[config.mk]
export PLATFORM = sky130hd
export DESIGN_NAME = sd_block_reader
export DESIGN_NICKNAME = d
export VERILOG_FILES = /design/src/rtl/sd_block_reader.sv
export SDC_FILE = /design/constraint.sdc
export NUM_CORES = 1
export LEC_CHECK = 0
export CORE_MARGIN = 10
export CORE_UTILIZATION = 25
export CTS_BUF_LIST = sky130_fd_sc_hd__clkbuf_8
export DETAILED_ROUTE_END_ITERATION = 10
export GPL_ROUTABILITY_DRIVEN = 0
export REMOVE_ABC_BUFFERS = 1
export SLEW_MARGIN = 15
export SYNTH_ARGS = -nofsm -noshare
export SYNTH_HDL_FRONTEND = slang
export SYNTH_SLANG_ARGS = --single-unit
export TNS_END_PERCENT = 30
[constraint.sdc]
create_clock -name clock -period 3.25 [get_ports clock]
set_input_delay 0.65 -clock clock [delete_from_list [all_inputs] [get_ports clock]]
set_output_delay 0.65 -clock clock [all_outputs]
set_load 0.005 [all_outputs]
[src/rtl/sd_block_reader.sv]
// sd_block_reader: SD card single-block (CMD17) reader on the shared SPI byte engine.
// Multiplexes the SPI engine between CPU port traffic (busy=0) and an internal
// sequencer that sends CMD17, polls R1 and the data token, streams 512 data bytes
// with their index, drops the CRC and closes with chip select high plus one trailing byte.
//
// Ports:
//   clock, reset         system clock, asynchronous active-high reset
//   cep, cen             state clock-enable / SPI engine clock-enable (counted in byte waits)
//   start, lba           read request and block address (latched on accepted start)
//   busy, done, error    sequencer owns SPI / end-of-operation pulse / failure flag
//   err_code             1 = R1 nonzero, 2 = timeout, 3 = bad token
//   data_out, data_valid, data_index   received data byte stream
//   cpu_tx, cpu_rx, cpu_d, cpu_cs      CPU side of the SPI path
//   spi_tx, spi_rx, spi_d, spi_q       SPI byte engine side
//   sd_cs                card chip select, active low
module sd_block_reader #(
    parameter int unsigned BYTE_TICKS  = 18,
    parameter int unsigned R1_TRIES    = 8,
    parameter int unsigned TOKEN_TRIES = 1024
) (
    input  logic        clock,
    input  logic        reset,
    input  logic        cep,
    input  logic        cen,
    input  logic        start,
    input  logic [31:0] lba,
    output logic        busy,
    output logic        done,
    output logic        error,
    output logic [1:0]  err_code,
    output logic [7:0]  data_out,
    output logic        data_valid,
    output logic [8:0]  data_index,
    input  logic        cpu_tx,
    input  logic        cpu_rx,
    input  logic [7:0]  cpu_d,
    input  logic        cpu_cs,
    output logic        spi_tx,
    output logic        spi_rx,
    output logic [7:0]  spi_d,
    input  logic [7:0]  spi_q,
    output logic        sd_cs
);

    localparam int unsigned TickW = $clog2(BYTE_TICKS + 1);

    typedef enum logic [2:0] {StIdle, StCmd, StR1, StToken, StData, StCrc, StFinish} state_e;
    typedef enum logic [1:0] {PhStrobe, PhWait, PhSample} phase_e;

    state_e           state_q, state_d;
    phase_e           phase_q, phase_d;
    logic [TickW-1:0] tick_q, tick_d;
    logic [2:0]       byte_q, byte_d;
    logic [10:0]      try_q, try_d;
    logic [9:0]       cnt_q, cnt_d;
    logic [31:0]      lba_q, lba_d;
    logic             busy_q, busy_d, cs_q, cs_d, done_q, done_d, error_q, error_d;
    logic             dvalid_q, dvalid_d, dummy_q, dummy_d;
    logic [1:0]       err_q, err_d;
    logic [7:0]       dout_q, dout_d;
    logic [8:0]       dindex_q, dindex_d;
    logic [10:0]      try_inc;
    logic [7:0]       cmd_byte;

    assign try_inc = (try_q == 11'h7FF) ? try_q : try_q + 11'd1;

    always_comb begin
        cmd_byte = 8'hFF;
        case (byte_q)
            3'd0:    cmd_byte = 8'h51;
            3'd1:    cmd_byte = lba_q[31:24];
            3'd2:    cmd_byte = lba_q[23:16];
            3'd3:    cmd_byte = lba_q[15:8];
            3'd4:    cmd_byte = lba_q[7:0];
            default: cmd_byte = 8'hFF;
        endcase
    end

    always_comb begin
        state_d  = state_q;
        phase_d  = phase_q;
        tick_d   = tick_q;
        byte_d   = byte_q;
        try_d    = try_q;
        cnt_d    = cnt_q;
        lba_d    = lba_q;
        busy_d   = busy_q;
        cs_d     = cs_q;
        error_d  = error_q;
        err_d    = err_q;
        dout_d   = dout_q;
        dindex_d = dindex_q;
        dummy_d  = dummy_q;
        // Pulses last exactly one cep period.
        done_d   = cep ? 1'b0 : done_q;
        dvalid_d = cep ? 1'b0 : dvalid_q;

        if (state_q == StIdle) begin
            if (cep && start) begin
                lba_d   = lba;
                error_d = 1'b0;
                err_d   = 2'd0;
                busy_d  = 1'b1;
                cs_d    = 1'b0;
                state_d = StCmd;
                byte_d  = 3'd0;
                try_d   = 11'd0;
                cnt_d   = 10'd0;
                tick_d  = '0;
                // A CPU strobe passing through this cycle owns the engine for one byte;
                // wait it out before our first strobe.
                dummy_d = cpu_tx | cpu_rx;
                phase_d = (cpu_tx | cpu_rx) ? PhWait : PhStrobe;
            end
        end else begin
            case (phase_q)
                PhStrobe: begin
                    if (cep) begin
                        phase_d = PhWait;
                        tick_d  = '0;
                    end
                end
                PhWait: begin
                    // cen is counted on its own, independent of cep.
                    if (cen) begin
                        tick_d = tick_q + 1'b1;
                        if (tick_q == TickW'(BYTE_TICKS - 1)) phase_d = PhSample;
                    end
                end
                PhSample: begin
                    if (cep) begin
                        phase_d = PhStrobe;
                        if (dummy_q) begin
                            dummy_d = 1'b0;
                        end else begin
                            unique case (state_q)
                                StCmd: begin
                                    if (byte_q == 3'd5) begin
                                        state_d = StR1;
                                        try_d   = 11'd0;
                                    end else begin
                                        byte_d = byte_q + 3'd1;
                                    end
                                end
                                StR1: begin
                                    if (!spi_q[7]) begin
                                        if (spi_q == 8'h00) begin
                                            state_d = StToken;
                                            try_d   = 11'd0;
                                        end else begin
                                            err_d = 2'd1; error_d = 1'b1;
                                            state_d = StFinish; cs_d = 1'b1;
                                        end
                                    end else if (32'(try_inc) >= R1_TRIES) begin
                                        err_d = 2'd2; error_d = 1'b1;
                                        state_d = StFinish; cs_d = 1'b1;
                                    end else begin
                                        try_d = try_inc;
                                    end
                                end
                                StToken: begin
                                    if (spi_q == 8'hFE) begin
                                        state_d = StData;
                                        cnt_d   = 10'd0;
                                    end else if (spi_q != 8'hFF) begin
                                        err_d = 2'd3; error_d = 1'b1;
                                        state_d = StFinish; cs_d = 1'b1;
                                    end else if (32'(try_inc) >= TOKEN_TRIES) begin
                                        err_d = 2'd2; error_d = 1'b1;
                                        state_d = StFinish; cs_d = 1'b1;
                                    end else begin
                                        try_d = try_inc;
                                    end
                                end
                                StData: begin
                                    dout_d   = spi_q;
                                    dindex_d = cnt_q[8:0];
                                    dvalid_d = 1'b1;
                                    cnt_d    = (cnt_q == 10'd512) ? cnt_q : cnt_q + 10'd1;
                                    if (cnt_q == 10'd511) begin
                                        state_d = StCrc;
                                        byte_d  = 3'd0;
                                    end
                                end
                                StCrc: begin
                                    if (byte_q == 3'd1) begin
                                        state_d = StFinish;
                                        cs_d    = 1'b1;
                                    end else begin
                                        byte_d = byte_q + 3'd1;
                                    end
                                end
                                StFinish: begin
                                    state_d = StIdle;
                                    busy_d  = 1'b0;
                                    done_d  = 1'b1;
                                end
                                default: state_d = StIdle;
                            endcase
                        end
                    end
                end
                default: phase_d = PhStrobe;
            endcase
        end
    end

    always_ff @(posedge clock or posedge reset) begin
        if (reset) begin
            state_q  <= StIdle;
            phase_q  <= PhStrobe;
            tick_q   <= '0;
            byte_q   <= 3'd0;
            try_q    <= 11'd0;
            cnt_q    <= 10'd0;
            lba_q    <= 32'd0;
            busy_q   <= 1'b0;
            cs_q     <= 1'b1;
            done_q   <= 1'b0;
            error_q  <= 1'b0;
            err_q    <= 2'd0;
            dout_q   <= 8'h00;
            dvalid_q <= 1'b0;
            dindex_q <= 9'd0;
            dummy_q  <= 1'b0;
        end else begin
            state_q  <= state_d;
            phase_q  <= phase_d;
            tick_q   <= tick_d;
            byte_q   <= byte_d;
            try_q    <= try_d;
            cnt_q    <= cnt_d;
            lba_q    <= lba_d;
            busy_q   <= busy_d;
            cs_q     <= cs_d;
            done_q   <= done_d;
            error_q  <= error_d;
            err_q    <= err_d;
            dout_q   <= dout_d;
            dvalid_q <= dvalid_d;
            dindex_q <= dindex_d;
            dummy_q  <= dummy_d;
        end
    end

    logic seq_strobe;
    assign seq_strobe = (phase_q == PhStrobe) && cep && !dummy_q;

    assign busy       = busy_q;
    assign done       = done_q;
    assign error      = error_q;
    assign err_code   = err_q;
    assign data_out   = dout_q;
    assign data_valid = dvalid_q;
    assign data_index = dindex_q;
    assign spi_tx     = busy_q ? (seq_strobe && state_q == StCmd) : cpu_tx;
    assign spi_rx     = busy_q ? (seq_strobe && state_q != StCmd) : cpu_rx;
    assign spi_d      = busy_q ? ((state_q == StCmd) ? cmd_byte : 8'hFF) : cpu_d;
    assign sd_cs      = busy_q ? cs_q : cpu_cs;

endmodule

==> results.md, run 1 <==
- Most common cell after layout, fill and taps aside: dfrtp_1
- Largest net degree at the start of global routing: 42
- Worst skew pair latency: 0.38 ns
- Final instance area: 6500 sq um
- Cell variety after synth: 69
- Post-synth ARST share: 1.00
- Area occupied by registers: 2280 sq um
- CTS hold repair buffers: 0
- Via count: 4174
- # rows: 51
- Main combinational cell family by area after synthesis: compound AO/OA/AOI/OAI gates
- Crit-path max FO: 6
- Maxcap violations: 0
- Die Ht: 162 microns
- Post-Synth XOR/XNOR Area: 0.00348
- Area after DPL: 6280 sq um
- Post-synth top area share: 0.448
- Final nets: 670
- Core ar.: 19700 sq um
- Peak VDD IR: 265 uV
- Area growth from synthesis to layout: 29.1%
- Worst rel slew slack: 0.353
- Starting density of the core: 0.256
- Worst EP arrival: 2.48 ns
- CP Capture Type: output port
- Max Slew Vio Count: 0
- Tot Pwr: 2.39 mW
- Die area: 26200 sq um
- GRT overflow: 0
- Synth Register Bits: 91
- Power density cells: 367 nW/um^2
- CP required: 2.60 ns
- # DRC: 0
- Tot GR Track Use: 0.107
- Layout cell share with drive strength beyond 1: 0.175
- Leak Pwr: 2.80 nW
- Synth Area in Adders: 0.0323
- Number of synthesized flops with an enable pin: 0
- DRT Wirelength: 13800 microns
- Min setup slack post-route: 0.119 ns
- Syn_area_per_cell: 9.79 sq um
- Filler cells: 2077
- # port buffers: 89
- Most frequent cells in the layout: dfrtp_1, clkdlybuf4s50_1, mux2_2
- Status: finished, final reports clean
- Post-synthesis compound-gate area fraction: 0.178
- Post-synthesis cell count: 514
- Tightest Pin Transition: 0.971 ns
- Crit path kind: flop to output port
- Worst Hold Class: flop to flop
- Element type at the critical path start: flop
- Die Wd: 162 microns
- Clock transition at path regs: 0.09 ns
- DRT iter0 DRCs: 314
- Post-CTS setup buffer count: 0
- Reg2Reg Depth: 7
- ANT nets after route: 0
- Min-Delay Path Depth: 1
- Setup TNS: 0 ns
- Post-synthesis cell area: 5030 sq um
- Router iterations before antenna repair: 5
- Post-synth top flop: dfrtp_1
- Multi-input gate area in the final layout: 2550 sq um
- CTS tree: built
- First-pass GRT wire length: 22800 microns
- RSZ-0062 raised after global routing: false
- Initial antenna violation count: 0
- Synth area leaders: dfrtp_1, mux2_2, a21oi_1
- Seq/Total Area, Yosys: 0.453
- TritonCTS Buffers: 9
- Synth Warn #: 0
- Simple-gate share of the synthesized area: 0.169
- Max clock buf depth: 2
- Clock Root Buffer: clkbuf_8
- Synth area leader: dfrtp_1
- # clock sinks: 91
- Hold Vio Cnt, Final: 0
- Vias per cell: 4.79
- I/O pin cnt: 90
- Final Setup Violations: 0
- Ant. Diodes: 0
- Htree depth: 3
- Vias in the first global route: 4195
- Fmax: 319 MHz
- Clock Skew: 0.00917 ns
- Setup WS pre-CTS: 0.125 ns
- Minimum clock period: 3.13 ns
- Crit share post-route: 0.964
- HPWL after DPL: 10000 microns
- Avg WL per Cell: 15.9 microns
- Mux cell area share after synthesis: 0.121
report_power, final:
group          switching (mW)  internal, mW  total (mW)
registers              0.0533          1.17        1.22
logic                   0.191         0.173       0.364
clock network           0.425         0.376       0.801
cell families after synthesis:
kind of cell	after synthesis
adder cells (fa/ha/maj)	13
flip-flops	91
AND/OR/NAND/NOR	164
buffers and inverters	53
multiplexers	54
XOR/XNOR	2
AO/OA/AOI/OAI	137
worst paths after layout:
check,startpoint,to,slack [ns]
max,byte_q[0],spi_d[0],0.12
min,err_code[0],err_code[0],0.50
max reg2reg,try_q[0],try_q[6],0.39
min reg2reg,err_code[0],err_code[0],0.50
max in group asynchronous,reset,lba_q[14],1.94
min in group asynchronous,reset,lba_q[25],0.60
cell usage after synthesis (5+ instances only):
cell and n:
dfrtp_1 90, mux2_2 51, nand2_1 40, nor2_1 40
a21oi_1 34, o21ai_0 31, clkbuf_1 23, nand3_1 21
inv_1 18, ha_1 13, nor3_1 12, o21ai_1 12
a22oi_1 9, buf_2 9, nand4_1 8, o31ai_1 8
and3_1 6, nor2b_1 5, o22ai_1 5, or4_1 5
registers in the layout, summed over array words and instances, names as in the netlist, named ones only:
signal / cells
cnt_q: 10
cs_q: 1
data_out: 8
error: 1
dummy_q: 1
tick_q: 5
busy: 1
phase_q: 2
data_index: 9
try_q: 11
lba_q: 32
byte_q: 3
err_code: 2
state_q: 3
critical path, stage by stage (launching register included):
cell and delay [ns]:
dfrtp_2 0.45, ha_1 0.21, ha_1 0.21, o311a_4 0.41, a21boi_1 0.18, a21oi_1 0.14, clkdlybuf4s50_1 0.51
final cells by class:
type / instances / area share
inverters: 19 / 0.0112
clock inverters: 6 / 0.00982
flip-flops and latches: 91 / 0.351
well taps: 265 / 0.0510
multi-input cells: 370 / 0.392
clock buffers: 10 / 0.0212
repair buffers: 110 / 0.164
what timing repair did:
action / in CTS / in global routing
pin swaps: 0 / 0
setup endpoints to repair: 3 / 3
gates resized for setup: 1 / 5
layer usage:
metal	vias to the layer above	global-route usage	share of wire
li1	2054	-	-
met1	1988	0.144	0.49
met2	119	0.156	0.42
met3	13	0.0351	0.071
met4	0	0.0372	0.016
met5	-	0	0
metrics by stage:
stage,hold WS [ns],cells,util
2_1_floorplan,0.464,480,-
3_5_place_dp,0.485,855,0.319
3_3_place_gp,0.469,855,0.319
6_report,0.500,871,0.331
4_1_cts,0.505,871,0.330
5_1_grt,0.517,871,0.331
Note: power is estimated with default switching activity, not from simulation.
==> inputs of run 2 (changes only) <==
--- a/config.mk
+++ b/config.mk
@@ -5,6 +5,7 @@
 export SDC_FILE = /design/constraint.sdc
 export NUM_CORES = 1
 export LEC_CHECK = 0
+export ABC_CLOCK_PERIOD_IN_PS = 3250
 export CORE_MARGIN = 10
 export CORE_UTILIZATION = 25
 export CTS_BUF_LIST = sky130_fd_sc_hd__clkbuf_8
==> results of run 2 <==
No change in the layout: final DEF, timing and power equal those of run 1.
